## config.mk

```make
export PLATFORM = sky130hd
export DESIGN_NAME = cmt_fsk_rx
export DESIGN_NICKNAME = d
export VERILOG_FILES = /design/src/rtl/cmt_fsk_rx.sv
export SDC_FILE = /design/constraint.sdc
export NUM_CORES = 1
export LEC_CHECK = 0
export CORE_UTILIZATION = 45
export CTS_CLUSTER_SIZE = 14
export DETAILED_ROUTE_END_ITERATION = 16
export MAX_ROUTING_LAYER = met4
export PLACE_DENSITY = 0.62
export SLEW_MARGIN = 25
export SYNTH_ARGS = -nofsm -noshare
export SYNTH_HDL_FRONTEND = slang
export SYNTH_SLANG_ARGS = --single-unit
```

## constraint.sdc

```tcl
create_clock -name clk_i -period 7.1 [get_ports clk_i]
set_clock_uncertainty 0.2 [all_clocks]
set_input_delay 2.13 -clock clk_i [delete_from_list [all_inputs] [get_ports clk_i]]
set_output_delay 2.13 -clock clk_i [all_outputs]
set_load 0.005 [all_outputs]
```

## src/rtl/cmt_fsk_rx.sv

```systemverilog
// FSK cassette receiver. Measures half-periods of the tape signal, turns them
// into 600 baud bits, and deframes async 8N1/8N2 characters into a byte buffer
// that has rdy, overrun and framing flags.
//
// state  | meaning
// HUNT   | waiting for LEAD_BITS consecutive marks (leader)
// IDLE   | leader seen, line at mark, waiting for a start bit
// DATA   | shifting in 8 data bits, LSB first
// STOP   | expecting the stop bit
module cmt_fsk_rx #(
  parameter int MIN_HALF  = 5000,
  parameter int SHORT_MAX = 15000,
  parameter int LOSS_CNT  = 30000,
  parameter int LEAD_BITS = 8
) (
  input  logic       clk_i,
  input  logic       reset_i,
  input  logic       cmt_in_i,
  input  logic       ack_i,
  output logic [7:0] data_o,
  output logic       rdy_o,
  output logic       oe_o,
  output logic       fe_o,
  output logic       carrier_o
);

  typedef enum logic [1:0] {S_HUNT, S_IDLE, S_DATA, S_STOP} state_t;

  state_t      state_q, state_d;
  logic        meta_q, sync_q, prev_q, edge_q;
  logic [15:0] hcnt_q, hcnt_d;
  logic        primed_q, primed_d, carrier_q, carrier_d;
  logic [3:0]  acc_q, acc_d, nshort_q, nshort_d;
  logic [7:0]  markrun_q, markrun_d;
  logic [2:0]  bidx_q, bidx_d;
  logic [7:0]  shreg_q, shreg_d;
  logic [7:0]  data_q;
  logic        rdy_q, oe_q, fe_q;

  logic        edge_ok, lost, classify, is_short, bit_v, bit_val;
  logic [3:0]  acc_sum, ns_sum;
  logic        deliver, deliver_fe;

  // Synchronise the pin and register a one-clk pulse on every level change
  always_ff @(posedge clk_i) begin
    if (reset_i) begin
      meta_q <= 1'b0;
      sync_q <= 1'b0;
      prev_q <= 1'b0;
      edge_q <= 1'b0;
    end else begin
      meta_q <= cmt_in_i;
      sync_q <= meta_q;
      prev_q <= sync_q;
      edge_q <= sync_q ^ prev_q;
    end
  end

  // Half-period timing, carrier tracking and short/long accumulation into bits
  always_comb begin
    edge_ok  = edge_q && (hcnt_q >= 16'(MIN_HALF));
    lost     = (hcnt_q == 16'(LOSS_CNT));
    // the first accepted edge after reset/loss has no reference point, so it is not classified
    classify = edge_ok && primed_q && !lost;
    is_short = (hcnt_q < 16'(SHORT_MAX));
    acc_sum  = acc_q + (is_short ? 4'd1 : 4'd2);
    ns_sum   = nshort_q + {3'b000, is_short};
    bit_v    = classify && (acc_sum >= 4'd8);
    bit_val  = (ns_sum >= 4'd4);

    hcnt_d    = edge_ok ? 16'd0 : (lost ? hcnt_q : hcnt_q + 16'd1);
    carrier_d = edge_ok ? 1'b1 : (lost ? 1'b0 : carrier_q);
    primed_d  = edge_ok ? 1'b1 : (lost ? 1'b0 : primed_q);
    acc_d     = acc_q;
    nshort_d  = nshort_q;
    if (lost) begin
      acc_d    = 4'd0;
      nshort_d = 4'd0;
    end else if (classify) begin
      acc_d    = bit_v ? acc_sum - 4'd8 : acc_sum;
      nshort_d = bit_v ? 4'd0 : ns_sum;
    end
  end

  // Timing and bit-former registers
  always_ff @(posedge clk_i) begin
    if (reset_i) begin
      hcnt_q    <= 16'd0;
      carrier_q <= 1'b0;
      primed_q  <= 1'b0;
      acc_q     <= 4'd0;
      nshort_q  <= 4'd0;
    end else begin
      hcnt_q    <= hcnt_d;
      carrier_q <= carrier_d;
      primed_q  <= primed_d;
      acc_q     <= acc_d;
      nshort_q  <= nshort_d;
    end
  end

  // Frame FSM state register
  always_ff @(posedge clk_i) begin
    if (reset_i) state_q <= S_HUNT;
    else         state_q <= state_d;
  end

  // Frame FSM next state, advanced once per emitted bit
  always_comb begin
    state_d = state_q;
    if (lost) begin
      state_d = S_HUNT;
    end else if (bit_v) begin
      case (state_q)
        S_HUNT:  if (bit_val && markrun_q == 8'(LEAD_BITS - 1)) state_d = S_IDLE;
        S_IDLE:  if (!bit_val) state_d = S_DATA;
        S_DATA:  if (bidx_q == 3'd7) state_d = S_STOP;
        S_STOP:  state_d = bit_val ? S_IDLE : S_HUNT;
        default: state_d = S_HUNT;
      endcase
    end
  end

  // Frame FSM outputs: leader count, shift register, bit index, delivery strobe
  always_comb begin
    markrun_d  = markrun_q;
    bidx_d     = bidx_q;
    shreg_d    = shreg_q;
    deliver    = 1'b0;
    deliver_fe = 1'b0;
    if (lost) begin
      markrun_d = 8'd0;
    end else if (bit_v) begin
      case (state_q)
        S_HUNT: markrun_d = bit_val ? markrun_q + 8'd1 : 8'd0;
        S_IDLE: begin
          markrun_d = 8'd0;
          bidx_d    = 3'd0;
        end
        S_DATA: begin
          shreg_d = {bit_val, shreg_q[7:1]};
          bidx_d  = bidx_q + 3'd1;
        end
        S_STOP: begin
          deliver    = 1'b1;
          deliver_fe = !bit_val;
        end
        default: markrun_d = 8'd0;
      endcase
    end
  end

  // Frame datapath registers
  always_ff @(posedge clk_i) begin
    if (reset_i) begin
      markrun_q <= 8'd0;
      bidx_q    <= 3'd0;
      shreg_q   <= 8'd0;
    end else begin
      markrun_q <= markrun_d;
      bidx_q    <= bidx_d;
      shreg_q   <= shreg_d;
    end
  end

  // Output buffer: a delivery outranks a simultaneous ack; a full buffer drops the byte and flags overrun
  always_ff @(posedge clk_i) begin
    if (reset_i) begin
      data_q <= 8'h00;
      rdy_q  <= 1'b0;
      oe_q   <= 1'b0;
      fe_q   <= 1'b0;
    end else if (deliver) begin
      if (ack_i) begin
        data_q <= shreg_q;
        rdy_q  <= 1'b1;
        oe_q   <= 1'b0;
        fe_q   <= deliver_fe;
      end else if (!rdy_q) begin
        data_q <= shreg_q;
        rdy_q  <= 1'b1;
        fe_q   <= fe_q | deliver_fe;
      end else begin
        oe_q <= 1'b1;
        fe_q <= fe_q | deliver_fe;
      end
    end else if (ack_i) begin
      rdy_q <= 1'b0;
      oe_q  <= 1'b0;
      fe_q  <= 1'b0;
    end
  end

  assign data_o    = data_q;
  assign rdy_o     = rdy_q;
  assign oe_o      = oe_q;
  assign fe_o      = fe_q;
  assign carrier_o = carrier_q;

endmodule

```

* After elaboration in Yosys (flattened, before gate mapping)
Cells that the tools add are included.
** Cells by class
- Reductions and logical operators :: 21
- Muxes and demuxes :: 28
- Bitwise operators :: 3
- Order comparisons :: 4
- Equal/unequal tests :: 10
- $add $sub $neg :: 6
** Operator list (count)
- $mux 8 :: 3
- $add 16x1->16 const B :: 1
- $eq 16x15->1 const B :: 1
- $ge 16x13->1 const B :: 1
- $lt 16x14->1 const B :: 1
- $mux 1 :: 16
- $pmux 8 s2 :: 1
- $reduce_bool 2->1 :: 5
- $add 8x1->8 const B :: 1
- $eq 8x3->1 const B :: 1
- $mux 2 :: 4
- $mux 4 :: 2
- $ne 2x2->1 const B :: 4
- $pmux 2 s4 :: 1
- $pmux 3 s2 :: 1
- $reduce_and 2->1 :: 3
- $reduce_and 3->1 :: 2
- $logic_and 1x1->1 :: 5
- $add 4x1->4 :: 1
- $add 4x2->4 :: 1
- $eq 2x2->1 const B :: 2
- $ge 4x3->1 const B :: 1
- $ge 4x4->1 const B :: 1
- $reduce_and 4->1 :: 1
- other kinds (10) :: 12
** Storage, ports and cells
- Register bits :: 61
- Input port bits :: 4
- Output and inout port bits :: 12
- Logic and storage cells :: 88

* Logic depth before layout (Yosys ltp)
- Depth after elaboration :: 10
- Depth in mapped cells :: 14
- Gate-level depth less buffers :: 12

* Worst setup path after synthesis
No wires, ideal clock.
- Kind :: input -> register
- From :: in reset_i
- To :: reg hcnt_q[0]
- Data required time :: 6772 ps
- Arrival time :: 2945 ps
- Path slack :: 3828 ps
- Path buffers :: 2
- Setup time :: 128 ps
- Stages on the path :: 4
- Path through :: clkbuf_1 nand2b_1 clkbuf_1 nor2_1
** On the way
- Cells in the longest elaborated chain, start to end :: 1
** RTL lines
- from (decl) :: RTL line 17 : input logic reset_i,
- $reduce_or 2->1 (no line)
- to (signal assigned) :: RTL line 94 : hcnt_q <= hcnt_d;
- to (decl) :: RTL line 31 : logic [15:0] hcnt_q, hcnt_d;
Every way passes these cells.
A chain may end at the register's enable or synchronous reset.

* Worst setup path in the final report
- From :: reg hcnt_q[4]
- To :: reg state_q[0]
** On the way
- Cells in the longest elaborated chain, start to end :: 6
- Elaborated cells on any way between the ends :: 20
- Those cells by class :: 2 x add/sub; 4 x order compare; 3 x eq/ne; 3 x mux; 8 x reduce/logical
** RTL lines
- $lt 16x14->1 / $ge 16x13->1 (equally long branches) :: RTL line 65, 61
- $add 4x1->4 (tied with other cells) :: RTL line 67 : ns_sum = nshort_q + {3'b000, is_short};
- $ge 4x3->1 (tied with other cells) :: RTL line 69 : bit_val = (ns_sum >= 4'd4);
- $logic_and 1x1->1 (tied with other cells) :: RTL line 115 : S_HUNT: if (bit_val && markrun_q == 8'(LEAD_BITS - 1)) state_d = S_IDLE;
- $ne 2x2->1 (no line) / $logic_and 1x1->1 (equally long branches)
- $reduce_and 4->1 (no line)
- to (signal assigned) :: RTL line 105 : else state_q <= state_d;
- to (decl) :: RTL line 29 : state_t state_q, state_d;
Parallel ways exist; a longest one is shown, timed or not.

==> run summary <==
Global route overflow: 0
Total setup buffers inserted after CTS: 0
Final slew viol count: 0
Fill cell instance count of the final layout: 590
HP Class: register to register
Die Width: 82.5 µm
Root buffer cell: clkbuf_8
Syn avg cell area: 8.60 µm²
Tcrit/Tclk final: 51.9%
I/O Pins: 16
Most frequent cells in the layout: dfxtp_1 (61), a21oi_1 (39), nand2_1 (28)
Most frequent standard cell in the layout excluding fill and tap cells: dfxtp_1
GRT Util Overall: 19.6%
Post-synth top area share: 41.9%
Cts hold-fix bufs: 0
Detailed Place HPWL: 3980 µm
Worst-margin pin slew: 968 ps
Max Buffers Root-to-Sink: 2
Routed length on met3: 232 µm
Peak VDD IR: 151 µV
Synth async-reset ratio: 0%
# DRC: 0
ANT cells: 0
Die H: 82.5 µm
Setup TNS: 0 ps
Antenna Nets Post-Route: 0
Leakage power: 1.15 nW
Layout area overhead: 12.2%
Largest net degree at the start of global routing: 31
Status: finished clean
CTS Buf Count: 9
Core Rows: 28
Slew Limit Headroom: 35.5%
Final hold vios: 0
CP required: 7160 ps
First-pass DRT Iterations: 4
Number of synthesized register bits: 61
Worst EP arrival: 3750 ps
WS Path Type: register to register
Syn Inst Count: 339
RSZ-0062 raised after global routing: no
Critical Path Fanout Max: 28
Crit path top cell by count: a21oi_1
Max cap viols: 0
Top sig layer: met4
Critical path's largest stage delay: 870 ps
Sink Count: 61
Post-layout util: 53.7%
Die area: 6810 µm²
YS warnings: 0
Cell Pwr Density: 204 nW/µm²
Syn nets: 357
M1 WL: 3040 µm
Area leader, netlist: dfxtp_1
Startpoint types: register
Share of post-route cells with drive strength above 1: 6.80%
DRT Wirelength: 5920 µm
Register area share after synthesis: 41.9%
Maximum clock frequency: 271 MHz
Total core area: 6100 µm²
Starting DRC count in detailed routing: 102
RePlAce Congestion: 0.786
Starting Density: 47.8%
Nets@finish: 366
Largest cells by area after synthesis: dfxtp_1 (42%), a21oi_1 (6.7%), ha_1 (5.6%)
Post-CTS Resized: 0
Crit end category: register
Vias post-DR: 2,400
Crit-path slowest cell: and3_1
CP Cell Sequence: a211o_1 > a21oi_1 > nor2b_1 > o2111ai_1 > nand2_1 > ha_1 > a21oi_1 > o2bb2ai_1 > and3_1 > nand3_1 > a211oi_2
Input/output buffers: 15
Clock Pin Slew Worst Setup and Hold Paths: 70 ps
Metal2 WL: 2590 µm
Post-Synthesis Cell Area: 2920 µm²
First-pass GRT wire length: 9650 µm
Synth unique cells: 50
CTS tree: built
Hold depth: 1
EDFF count, synth: 0
Clk Latency, worst-skew pair: 340 ps
Primary FF master, synth: dfxtp_1
DR vias/cell: 5.61
H-tree Lvls: 3
Vias in the first global route: 2,105
Avg WL per Cell: 13.8 µm
Reg2reg path depth: 11
Setup Viol. Count Final: 0
Initial antenna violation count: 0
Fin crit period: 3690 ps
## through the flow
step | instance area (µm²) | setup WS [ps] | instances | total power (W) | hold WS [ps]
finish | 3270 | 3410 | 428 | 0.000667 | 238
global route | 3270 | 3110 | 428 | 0.000690 | 260
CTS | 3280 | 2930 | 428 | 0.000675 | 245
detailed placement | 3090 | 2590 | 412 | 0.000370 | 229
global placement | 3090 | 2680 | 412 | 0.000370 | 216
floorplan | 2920 | 3830 | 339 | 0.000365 | 214
## sequential cells by signal, summed over array words and instances, names as in the netlist
name,count
data_o,8
prev_q,1
shreg_q,8
rdy_o,1
acc_q,4
markrun_q,8
carrier_o,1
hcnt_q,16
fe_o,1
nshort_q,4
oe_o,1
bidx_q,3
meta_q,1
edge_q,1
state_q,2
sync_q,1
## final timing paths
kind                                             start                       to  slack, ps
worst min register to register       meta_q$_SDFF_PP0_        sync_q$_SDFF_PP0_        240
worst max-delay path            hcnt_q[4]$_SDFFE_PP0N_  state_q[0]$_SDFFE_PP0P_       3410
worst min-delay path                 meta_q$_SDFF_PP0_        sync_q$_SDFF_PP0_        240
worst max register to register  hcnt_q[4]$_SDFFE_PP0N_  state_q[0]$_SDFFE_PP0P_       3410
## report_power, final
group	switching, W	internal [W]	total [W]
Sequential	0.00000225	0.000344	0.000347
Clock	0.000135	0.000169	0.000305
Combinational	0.00000914	0.00000603	0.0000152
Total	0.000147	0.000520	0.000667
## synth_stat cells, drive strengths merged, types with 2 or more instances
cell type,instances
nand2b,4
a21oi,39
nand4,12
or3,6
clkbuf,7
o21ai,18
buf,10
nor2b,6
o41ai,3
inv,9
a211oi,2
nand3,28
dfxtp,61
a21boi,2
o31ai,5
nor2,27
nor3,7
xnor2,7
nand4b,3
xor2,8
and2,2
and3,5
nor4b,3
nand2,28
mux2i,4
or4,4
ha,13
## per-layer routing
metal  vias to the layer above  track usage [%]
met5                         -                -
met4                         0             8.28
met3                         6             5.60
met2                        38             28.0
met1                      1118             25.6
li1                       1238                -
## cell type report
cell class	instances	area, µm²	area share (%)
inverter	9	33.8	1.03
multi-input combinational	252	1590	48.5
sequential	61	1220	37.3
tap	75	93.8	2.87
clock inverter	5	50.0	1.53
timing repair buffer	15	145	4.44
clock buffer	11	141	4.32
## kinds of logic (layout without fill, tap and decap cells)
kind of cell    after synthesis  in the layout  synth area share (%)
buf+inv                      26             40                  3.73
fa+ha+maj                    14             14                  6.26
mux                           4              4                  1.37
flops                        61             61                  41.9
compound gates               78             78                  16.2
simple gates                141            141                  26.1
xor+xnor                     15             15                  4.50
## critical path: cells and delay by family, from the launching register on
kind	cells	cell delay (ps)
flip-flops	1	390
AO/OA/AOI/OAI	6	1340
adder cells (fa/ha/maj)	1	310
AND/OR/NAND/NOR	4	1360
Note: power is estimated with default switching activity, not from simulation.
